--- config.mk ---
export PLATFORM = sky130hd
export DESIGN_NAME = core_dispatch
export DESIGN_NICKNAME = d
export VERILOG_FILES = /design/src/rtl/core_dispatch_pkg.sv /design/src/rtl/core_dispatch_lit_accum.sv /design/src/rtl/core_dispatch.sv
export SDC_FILE = /design/constraint.sdc
export NUM_CORES = 1
export LEC_CHECK = 0
export BUFFER_PORTS_ARGS = -buffer_cell sky130_fd_sc_hd__buf_2
export CAP_MARGIN = 20
export CORE_MARGIN = 2
export CORE_UTILIZATION = 53
export DETAILED_ROUTE_END_ITERATION = 10
export PLACE_DENSITY_LB_ADDON = 0.3
export SLEW_MARGIN = 5
export SYNTH_ARGS = -nofsm -noshare
export SYNTH_HDL_FRONTEND = slang
export SYNTH_SLANG_ARGS = --single-unit
--- constraint.sdc ---
create_clock -name clk -period 2 [get_ports clk]
set_clock_uncertainty 0.1 [all_clocks]
set_input_delay 0.2 -clock clk [delete_from_list [all_inputs] [get_ports clk]]
set_output_delay 0.2 -clock clk [all_outputs]
set_load 0.02 [all_outputs]
--- src/rtl/core_dispatch_pkg.sv ---
// Shared CPU7 dispatch constants: word tags, literal geometry, FSM states.
// Imported by the dispatch front end and its literal accumulator.
package core_dispatch_pkg;

    localparam int CHUNK_W = 14;
    localparam int VALUE_W = 56;

    typedef enum logic [1:0] {
        TAG_INSTR    = 2'b00,
        TAG_LIT_MORE = 2'b01,
        TAG_LIT_LAST = 2'b10,
        TAG_HALT     = 2'b11
    } tag_e;

    typedef enum logic [2:0] {
        S_IDLE,
        S_FETCH,
        S_WAIT,
        S_DECODE,
        S_ISSUE,
        S_GUARD,
        S_HALT
    } state_e;

endpackage

--- src/rtl/core_dispatch_lit_accum.sv ---
// Literal accumulator: shifts 14-bit chunks in MSB-first and counts them.
// full flags that one more LIT_MORE chunk would overflow the 56-bit push.
module core_dispatch_lit_accum
    import core_dispatch_pkg::*;
#(
    parameter int LIT_CHUNKS = 4
) (
    input  logic               clk,
    input  logic               rst_n,
    input  logic               shift_en,
    input  logic               clear_en,
    input  logic [CHUNK_W-1:0] chunk,
    output logic [VALUE_W-1:0] joined,
    output logic               full
);

    localparam int CNT_W = (LIT_CHUNKS > 1) ? $clog2(LIT_CHUNKS) : 1;

    logic [VALUE_W-1:0] acc;
    logic [CNT_W-1:0]   cnt;
    logic               unused_acc_top;

    // Top chunk falls off the end: the push is truncated to VALUE_W bits.
    assign joined = {acc[VALUE_W-CHUNK_W-1:0], chunk};
    assign full   = (cnt == CNT_W'(LIT_CHUNKS - 1));
    assign unused_acc_top = ^acc[VALUE_W-1:VALUE_W-CHUNK_W];

    always_ff @(posedge clk) begin
        if (!rst_n) begin
            acc <= '0;
            cnt <= '0;
        end else if (clear_en) begin
            acc <= '0;
            cnt <= '0;
        end else if (shift_en) begin
            acc <= joined;
            cnt <= cnt + CNT_W'(1);
        end
    end

endmodule

--- src/rtl/core_dispatch.sv ---
// CPU7 fetch/dispatch front end: fetches tagged code words at core pcp,
// assembles literals, issues push/instr pulses gated on core idle.
module core_dispatch
    import core_dispatch_pkg::*;
#(
    parameter int ADDR_W     = 12,
    parameter int LIT_CHUNKS = 4
) (
    input  logic               clk,
    input  logic               rst_n,
    input  logic               run,
    output logic               mem_rd,
    output logic [ADDR_W-1:0]  mem_addr,
    input  logic [15:0]        mem_data,
    input  logic [27:0]        core_pcp,
    input  logic               core_idle,
    output logic [VALUE_W-1:0] push_value,
    output logic               push_en,
    output logic [CHUNK_W-1:0] instr,
    output logic               instr_en,
    output logic               pcp_step_en,
    output logic               halted,
    output logic               error
);

    state_e             state_q, state_d;
    tag_e               tag;
    logic [CHUNK_W-1:0] payload;
    logic [VALUE_W-1:0] joined;
    logic               full;
    logic               shift_en, clear_en;
    logic               kind_q, kind_d;
    logic               mem_rd_d, push_en_d, instr_en_d, step_d;
    logic               halted_d, error_d;
    logic [ADDR_W-1:0]  mem_addr_d;
    logic [VALUE_W-1:0] push_value_d;
    logic [CHUNK_W-1:0] instr_d;
    logic               unused_pcp_hi;

    assign tag     = tag_e'(mem_data[15:14]);
    assign payload = mem_data[CHUNK_W-1:0];
    assign unused_pcp_hi = ^core_pcp[27:ADDR_W];

    core_dispatch_lit_accum #(
        .LIT_CHUNKS(LIT_CHUNKS)
    ) u_lit (
        .clk     (clk),
        .rst_n   (rst_n),
        .shift_en(shift_en),
        .clear_en(clear_en),
        .chunk   (payload),
        .joined  (joined),
        .full    (full)
    );

    always_comb begin
        state_d      = state_q;
        kind_d       = kind_q;
        mem_rd_d     = 1'b0;
        mem_addr_d   = mem_addr;
        push_value_d = push_value;
        push_en_d    = 1'b0;
        instr_d      = instr;
        instr_en_d   = 1'b0;
        step_d       = 1'b0;
        halted_d     = halted;
        error_d      = error;
        shift_en     = 1'b0;
        clear_en     = 1'b0;
        unique case (state_q)
            S_IDLE: begin
                if (run) state_d = S_FETCH;
            end
            S_FETCH: begin
                if (!run) begin
                    state_d = S_IDLE;
                end else begin
                    // A step pulse still in flight lands on this edge.
                    mem_rd_d   = 1'b1;
                    mem_addr_d = core_pcp[ADDR_W-1:0]
                               + ADDR_W'(pcp_step_en);
                    state_d    = S_WAIT;
                end
            end
            S_WAIT: state_d = S_DECODE;
            S_DECODE: begin
                unique case (tag)
                    TAG_HALT: begin
                        halted_d = 1'b1;
                        state_d  = S_HALT;
                    end
                    TAG_LIT_MORE: begin
                        if (full) begin
                            error_d  = 1'b1;
                            halted_d = 1'b1;
                            state_d  = S_HALT;
                        end else begin
                            shift_en = 1'b1;
                            step_d   = 1'b1;
                            state_d  = S_FETCH;
                        end
                    end
                    TAG_LIT_LAST: begin
                        push_value_d = joined;
                        clear_en     = 1'b1;
                        kind_d       = 1'b1;
                        step_d       = 1'b1;
                        state_d      = S_ISSUE;
                    end
                    TAG_INSTR: begin
                        instr_d = payload;
                        kind_d  = 1'b0;
                        step_d  = 1'b1;
                        state_d = S_ISSUE;
                    end
                endcase
            end
            S_ISSUE: begin
                if (core_idle) begin
                    push_en_d  = kind_q;
                    instr_en_d = !kind_q;
                    state_d    = S_GUARD;
                end
            end
            S_GUARD: state_d = S_FETCH;
            S_HALT:  state_d = S_HALT;
            default: state_d = S_IDLE;
        endcase
    end

    always_ff @(posedge clk) begin
        if (!rst_n) begin
            state_q     <= S_IDLE;
            kind_q      <= 1'b0;
            mem_rd      <= 1'b0;
            mem_addr    <= '0;
            push_value  <= '0;
            push_en     <= 1'b0;
            instr       <= '0;
            instr_en    <= 1'b0;
            pcp_step_en <= 1'b0;
            halted      <= 1'b0;
            error       <= 1'b0;
        end else begin
            state_q     <= state_d;
            kind_q      <= kind_d;
            mem_rd      <= mem_rd_d;
            mem_addr    <= mem_addr_d;
            push_value  <= push_value_d;
            push_en     <= push_en_d;
            instr       <= instr_d;
            instr_en    <= instr_en_d;
            pcp_step_en <= step_d;
            halted      <= halted_d;
            error       <= error_d;
        end
    end

endmodule

==> reports/metrics.yaml <==
outcome: "finished clean"
async_flop_share_pct: 0
numCtsBuffers: 17
avgSynthCellArea_um2: 8.34
grt_pass1_vias: 4970
boundaryPins: 136
crit_path_end_kind: "flip-flop"
report.final.hold_viol_count: 0
routedWlPerCell_um: 16.5
drtAntennaViolNets: 0
dieHeight_um: 104
p_int_mw: 4.56
synth-simple-area-share_pct: 16.0
dieArea_um2: 10900
p_leak_nw: 2.61
switching_share_pct: 23.3
vias: 5285
drv_cap: 0
synth-compound-area-share_pct: 25.6
fin_crit_ps: 1820
num-nets-final: 810
arrival_ps: 2170
period_share_pct: 90.8
drc: 0
power_per_cell_area_nw_per_um2: 865
worst-slew-pin-transition_ps: 594
hold_class: "input port to flip-flop"
port_buffers: 119
synth_edf_count: 0
max_freq_mhz: 551
cts_tree: "built"
drt_wl_total_mm: 14.9
clock_path_buffers: 2
cp.required_ps: 2360
synth_top_area_cell: "dfxtp_1"
track_usage_pct: 27.6
slowest_stage: "or4_1"
place_inst: 843
first_pass_iters: 5
post_cts.repair.setup_buffers: 0
drive_gt1_share_pct: 22.2
synth_seq_cells: 136
ys.flop_type: "dfxtp_1"
cpMostUsedCell: "ha_1"
setup_tns_ps: 0
critPathBufInv: 0
place_ws_ps: 205
cp_slowest_stage_delay_ps: 510
hpwl_mm: 8.96
power_frac_seq_pct: 46.3
hold_ws_ps: 112
slew_violations: 0
final_cell_count_no_fill: 904
first_iter_violations: 419
grt_max_degree: 60
rows: 36
gp_congestion: 0.815
core_um2: 9770
grt_pass1_wl_mm: 24.5
critPathMaxFanout: 7
setup_violations: 0
synth_nets: 693
yosys.area_share.adder_pct: 0.701
antenna_cells: 0
power.share.clock_pct: 47.5
seq_area_frac_synth_pct: 50.9
clk_latency_ps: 530
start_util_pct: 54.8
area_growth_syn_to_layout_pct: 28.5
ys_warn_count: 0
total_power_mw: 5.95
vias_per_cell: 5.85
path_cells: "ha_1 > ha_1 > nand3_1 > or4_1 > a31oi_1"
clk_pin_slew_ps: 60
relSlewSlack_pct: 60.4
syn_inst: 642
netlist_area_um2: 5350
synth_xor_area_share_pct: 0.491
synth_top_family_by_area: "compound AO/OA/AOI/OAI gates"
crit_type: "flip-flop to flip-flop"
setup_ws_ps: 184
rsz0062_at_grt: "false"
clockRootBuffer: "clkbuf_8"
cts_resized: 0
die_w_um: 104
p_comb_share_pct: 6.2
crit_path_start_kind: "flip-flop"
htreeDepth: 4
postCtsHoldBufs: 30
peakVddDrop_mv: 0.625
path_delay_family: "simple AND/OR/NAND/NOR gates"
ys_types: 44
cts_sinks: 136
antenna_found_initial: 0
yosysTopAreaCellShare_pct: 50.9
synthTopCellsByArea: "dfxtp_1, o21ai_0, nand3_1"
switchingPower_mw: 1.38
muxShareOfSynthArea_pct: 0.374
grt_overflow: 0
[cells in the final DEF, fill, tap and decap left out, types with 2 or more instances in the layout]
master and count:
a211oi_1 3, a21oi_1 116, mux2i_1 2, clkbuf_1 3, a31oi_1 9, buf_12 6
clkbuf_8 3, nand2_1 6, inv_1 4, ha_1 3, or4_1 4, nor2_1 10
nand3_1 117, o21ai_0 125, or3_1 4, o31ai_1 5, buf_2 119, nand4_1 3
clkbuf_16 16, inv_2 2, and3b_1 2, dfxtp_1 136, clkinv_2 6, buf_4 11
xnor2_1 2, dlygate4sd3_1 30
[path summary, 6_finish.rpt]
path	start	slack, ps	depth (start not counted)	endpoint
hold / removal	mem_data[15]	110	4	push_value[48]
setup / recovery	pcp_step_en	180	5	mem_addr[10]
setup reg to reg	pcp_step_en	180	5	mem_addr[10]
hold reg to reg	u_lit.acc[39]	370	2	push_value[53]
[power by group through the flow]
stage	clock (mW)	combinational (mW)	sequential, mW
2_1_floorplan	0	0.173	2.82
3_3_place_gp	0	0.310	2.81
3_5_place_dp	0	0.317	2.81
4_1_cts	2.84	0.365	2.75
5_1_grt	2.96	0.400	2.75
6_report	2.82	0.371	2.75
[synth_stat cells (2+ instances only)]
master	instances
dfxtp_1	136
o21ai_0	125
nand3_1	117
a21oi_1	116
clkbuf_1	36
buf_2	24
nor2_1	10
a31oi_1	9
buf_1	6
nand2_1	6
o31ai_1	5
inv_1	4
or3_1	4
or4_1	4
a211oi_1	3
ha_1	3
nand4_1	3
and3b_1	2
mux2i_1	2
nor4bb_1	2
xnor2_1	2
[per-stage QoR]
stage | area [um^2] | util [%]
4_1_cts | 6880 | 70.4
6_report | 6880 | 70.4
5_1_grt | 6880 | 70.4
2_1_floorplan | 5350 | -
3_3_place_gp | 6050 | 61.9
3_5_place_dp | 6050 | 61.9
[state kept, by name (all words and copies together), names as in the netlist]
name,count
error,1
mem_addr,12
u_lit.cnt,2
instr,14
u_lit.acc,42
state_q,3
kind_q,1
mem_rd,1
halted,1
push_value,56
instr_en,1
pcp_step_en,1
push_en,1
[routing by layer]
metal  track usage [%]  up-vias  routed length, um
met5                 0        -                  0
met4              8.78        0                245
met3              6.77       28                821
met2              45.6      192               7420
met1              35.5     2509               6410
li1                  -     2556                  -
[area by class of cell]
type                    instances  area, um^2
fillers                       808        2900
flip-flops and latches        136        2720
multi-input cells             432        2340
repair buffers                166        1100
clock buffers                  22         453
well taps                     133         166
clock inverters                 9        76.3
inverters                       6        22.5
[cells by family (layout without fill, tap and decap cells)]
logic type               count (synthesis)  in the layout
adder cells (fa/ha/maj)                  3              3
multiplexers                             2              2
XOR/XNOR                                 3              3
buffers and inverters                   74            203
flip-flops                             136            136
AO/OA/AOI/OAI                          264            264
AND/OR/NAND/NOR                        160            160
[worst register-to-register path: stages (launching register included)]
cell and delay, ps:
dfxtp_1 350, ha_1 220, ha_1 200, nand3_1 200, or4_1 510, a31oi_1 160
Note: power is estimated with default switching activity, not from simulation.
